## src/rtl/tt_extract7.sv

```systemverilog
//------------------------------------------------------------------------------
// tt_extract7 : sweeps all 128 minterms of a 7-input function and captures its
// truth table. Optional self_dual output via `TT_EXTRACT7_SELFDUAL_EN.
// Revision 1.0
//------------------------------------------------------------------------------
`default_nettype none

module tt_extract7 #(
  parameter int SETTLE = 0
) (
  input  logic         clk,
  input  logic         rst_n,
  input  logic         start,
  output logic [6:0]   x,
  input  logic         f,
  output logic         busy,
  output logic         tt_valid,
  input  logic         tt_ready,
  output logic [127:0] tt,
  output logic [7:0]   ones
`ifdef TT_EXTRACT7_SELFDUAL_EN
  ,
  output logic         self_dual
`endif
);

  localparam logic [1:0] S_IDLE = 2'd0;
  localparam logic [1:0] S_SCAN = 2'd1;
  localparam logic [1:0] S_OUT  = 2'd2;

  localparam logic [3:0] SETTLE_LAST = 4'(SETTLE);

  logic [1:0] state;
  logic [1:0] state_nx;
  logic [6:0] k;
  logic [3:0] sub;
  logic       sample;

  // f is captured on the last cycle of each minterm's hold window
  assign sample = (state == S_SCAN) && (sub == SETTLE_LAST);

  always_ff @(posedge clk or negedge rst_n) begin
    if (!rst_n) begin
      state <= S_IDLE;
    end else begin
      state <= state_nx;
    end
  end

  always_comb begin
    state_nx = state;
    case (state)
      S_IDLE:  if (start) state_nx = S_SCAN;
      S_SCAN:  if (sample && (k == 7'd127)) state_nx = S_OUT;
      S_OUT:   if (tt_ready) state_nx = S_IDLE;
      default: state_nx = S_IDLE;
    endcase
  end

  always_comb begin
    busy     = 1'b0;
    tt_valid = 1'b0;
    x        = 7'd0;
    case (state)
      S_SCAN: begin
        busy = 1'b1;
        x    = k;
      end
      S_OUT:   tt_valid = 1'b1;
      default: ;
    endcase
  end

  always_ff @(posedge clk or negedge rst_n) begin
    if (!rst_n) begin
      k    <= 7'd0;
      sub  <= 4'd0;
      tt   <= '0;
      ones <= 8'd0;
    end else begin
      case (state)
        S_IDLE: begin
          if (start) begin
            k    <= 7'd0;
            sub  <= 4'd0;
            tt   <= '0;
            ones <= 8'd0;
          end
        end
        S_SCAN: begin
          if (sample) begin
            tt[k] <= f;
            ones  <= ones + {7'd0, f};
            k     <= k + 7'd1;
            sub   <= 4'd0;
          end else begin
            sub <= sub + 4'd1;
          end
        end
        default: ;
      endcase
    end
  end

`ifdef TT_EXTRACT7_SELFDUAL_EN
  logic [63:0] mirror_diff;

  for (genvar i = 0; i < 64; i++) begin : g_mirror
    assign mirror_diff[i] = tt[i] ^ tt[127-i];
  end

  // tt is cleared on reset and start, so this is 0 then and follows tt otherwise
  assign self_dual = &mirror_diff;
`endif

endmodule

`default_nettype wire

```

## config.mk

```make
export PLATFORM = sky130hd
export DESIGN_NAME = tt_extract7
export DESIGN_NICKNAME = d
export VERILOG_FILES = /design/src/rtl/tt_extract7.sv
export SDC_FILE = /design/constraint.sdc
export NUM_CORES = 1
export LEC_CHECK = 0
export CAP_MARGIN = 20
export CORE_MARGIN = 10
export CORE_UTILIZATION = 38
export DETAILED_ROUTE_END_ITERATION = 8
export GPL_TIMING_DRIVEN = 0
export PLACE_DENSITY = 0.7
export SYNTH_ARGS = -nofsm -noshare
export SYNTH_HDL_FRONTEND = slang
export SYNTH_SLANG_ARGS = --single-unit
```

## constraint.sdc

```tcl
create_clock -name clk -period 1.9 [get_ports clk]
set_clock_uncertainty 0.1 [all_clocks]
set_input_delay 0.38 -clock clk [delete_from_list [all_inputs] [get_ports clk]]
set_output_delay 0.38 -clock clk [all_outputs]
set_load 0.05 [all_outputs]
```

==> reports/results.ini <==
[outcome]
outcome=finished, violations left
violations=setup timing

[final_layout]
multi_input_area_um2=4480
antenna_cells=0
final_nets=1025
areaGrowthSynthToFinish_pct=74.0
drive_gt1_share_pct=46.8
seq_area_um2=3740
fillers=1171

[synthesis]
syn_nets=766
ys_warn_count=0
seq_area_frac_synth_pct=53.6
synth_edf_count=0
syn_inst=756
synth_seq_cells=149
syn_avg_cell_area_um2=9.20
synth_ff_type=dfrtp_1
synth_cell_types=48
netlist_area_um2=6960
synthArstFlopShare_pct=100

[floorplan]
ios=150
die_x_um=155
start_util_pct=38.7
std_cell_rows=49
fp.dieArea_um2=24100
core_um2=18000
die_height_um=155

[global_routing]
grt_pass1_vias=8204
grt_pass1_wl_mm=49.2
grt_max_degree=91
grt_util_all_layers_pct=26.3
grt-ovfl-total=0
antenna_found_initial=0

[worst_setup_path]
r2r_cells=9
endpoint_kind=flop
start_kind=flop
worstPathArrival_ns=2.64
crit_path_max_fanout=5
required_ns=2.11
crit_type=reg -> reg

[cts]
clkLatencyLatePin_ns=0.44
clock_path_buffers=2
clock-sinks=149
root_buffer=clkbuf_16
cts_tree=built
htreeDepth=4
cts_buffers=17
clk_pin_slew_ns=0.07

[flow_run]
maxCapViolCount=0

[power]
peakVddDrop_mv=0.893
power_switching_mw=5.35
swShare_pct=40.6
comb_power_share_pct=42.1
power_density_nw_per_um2=1090
p_leak_nw=5.21
seqPwrFrac_pct=29.8
p_int_mw=7.82
clock_power_share_pct=28.1

[timing]
setup_tns_ns=-44.45
fmax_ghz=0.413
maxSlewViolCount=0
fin_crit_ns=2.42
fin_crit_sh_pct=128
setup_ws_ns=-0.523
rsz0062_at_grt=true
hold_viol_final=0
setup_violations=152
timing.hold.ws_ns=0.397
worstMarginPinSlew_ns=0.979
relSlewSlack_pct=34.5

[drt]
via_per_inst=6.79
dr.pass1.iters=5
drc=0
wl_per_cell_um=30.1
wl_mm=37.8
drt_iter0_drc=1344
dr_total_vias=8530
ant_nets=0

[place]
io_buffers=149
dp_hpwl_mm=18.5
routabilityCongestion=0.889

[worst_hold_path]
hp-class=in -> async

==> cells in the mapped netlist (2+ instances only) <==
master	n	area, µm²
and4_1	2	17.5
dfrtp_1	149	3730
buf_2	17	85.1
nand4_1	2	12.5
o21ai_1	6	30.0
or3_1	4	25.0
clkbuf_1	36	135
nor2b_1	6	37.5
xor2_1	2	17.5
a21boi_1	6	45.0
nor2_1	17	63.8
o31ai_1	10	75.1
o21ai_0	127	636
inv_1	5	18.8
nor4bb_1	3	30.0
nor4_1	2	12.5
a21oi_1	128	641
buf_1	3	11.3
buf_4	5	37.5
and2_1	8	50.1
xnor2_1	2	17.5
nand2b_1	7	43.8
nor3_1	5	25.0
o21a_1	2	15.0
ha_1	5	62.6
nor4b_1	3	26.3
or4_1	2	15.0
nand2_1	29	109
o211ai_1	11	82.6
nand3_1	134	671
==> flip-flops by register name (all words and copies together) (netlist names) <==
signal  cells
state       2
tt        128
sub         4
ones        8
k           7
==> worst max-delay path: stages, from the launching register on <==
cell	delay, ns
dfrtp_1	0.42
inv_2	0.10
ha_4	0.16
nor4bb_2	0.39
buf_4	0.26
buf_6	0.14
o21ai_4	0.11
clkbuf_8	0.20
o21ai_0	0.28
a21oi_1	0.13
==> placed cells by master (no fill, tap or decap), types with 5 or more instances in the layout <==
cell,count
dfrtp_1,141
dlygate4sd2_1,126
a21oi_2,96
nand3_2,74
buf_4,55
o21ai_1,55
o21ai_0,39
nand3_1,39
buf_6,34
o21ai_2,32
a21oi_1,31
nand2_1,28
clkbuf_16,22
nand3_4,21
buf_8,16
clkbuf_2,15
buf_12,12
clkbuf_1,11
o211ai_1,11
nor2_1,11
clkbuf_8,10
o31ai_1,10
dfrtp_2,8
clkbuf_4,7
and2_4,7
o21ai_4,7
clkdlybuf4s15_1,7
a21boi_4,6
nor2_2,5
==> final timing paths <==
path | startpoint | slack [ns] | to
setup reg to reg | sub[1] | -0.52 | tt[4]
max in group asynchronous | rst_n | 0.41 | k[4]
min in group clk | tt[68] | 0.42 | tt[68]
hold reg to reg | tt[68] | 0.42 | tt[68]
hold / removal | rst_n | 0.40 | tt[83]
setup / recovery | sub[1] | -0.52 | tt[4]
==> per-stage QoR <==
step                      instances  cell area, µm²  worst slack (ns)  total power, mW  util [%]
after global placement         1134            8770             -5.73             7.52      48.8
after floorplan                 756            6990           -0.0269             6.24         -
after CTS                      1233           10900            -0.209             12.0      60.7
final                          1257           12100            -0.523             13.2      67.4
after global routing           1257           12100            -0.499             13.4      67.4
after detailed placement       1136            8800             -1.21             7.58      49.0
==> timing repair <==
action	4_1_cts	5_1_grt
hold buffers	1	0
setup endpoints to repair	289	162
resized for setup	502	292
pin swaps	85	87
buffers inserted	57	32
gates cloned	12	3
hold endpoints to repair	59	0
==> final cells by class <==
class | instances | area share, %
plain buffers | 55 | 4.19
clock buffers | 23 | 3.95
clock inverters | 9 | 1.23
inverters | 6 | 0.227
multi-input cells | 538 | 37.0
flip-flops and latches | 149 | 30.9
well taps | 229 | 2.37
repair buffers | 247 | 20.2
repair inverters | 1 | 0.0517
==> power by group through the flow <==
stage / Sequential (mW) / Combinational (mW) / Clock, mW
floorplan: 4.77 / 1.48 / 0
global placement: 3.89 / 3.63 / 0
detailed placement: 3.90 / 3.68 / 0
CTS: 3.86 / 4.54 / 3.63
global route: 3.96 / 5.71 / 3.78
finish: 3.93 / 5.55 / 3.70
==> metal layers <==
layer  up-vias  wire, µm  global-route usage [%]  part of all wire (%)
met3       289      4810                    7.69                    13
met2       810     16500                    40.4                    44
li1       3293         -                       -                     -
met1      4138     13200                    31.3                    35
met4         0      3270                    18.3                   8.7
met5         -         0                       0                     0
==> kinds of logic (layout without fill, tap and decap cells) <==
group | Yosys count | after routing | share of synthesized area (%)
compound gates | 300 | 300 | 23.3
fa+ha+maj | 5 | 5 | 0.899
simple gates | 229 | 229 | 17.2
flops | 149 | 149 | 53.6
buf+inv | 69 | 341 | 4.42
xor+xnor | 4 | 4 | 0.504
Note: power is estimated with default switching activity, not from simulation.
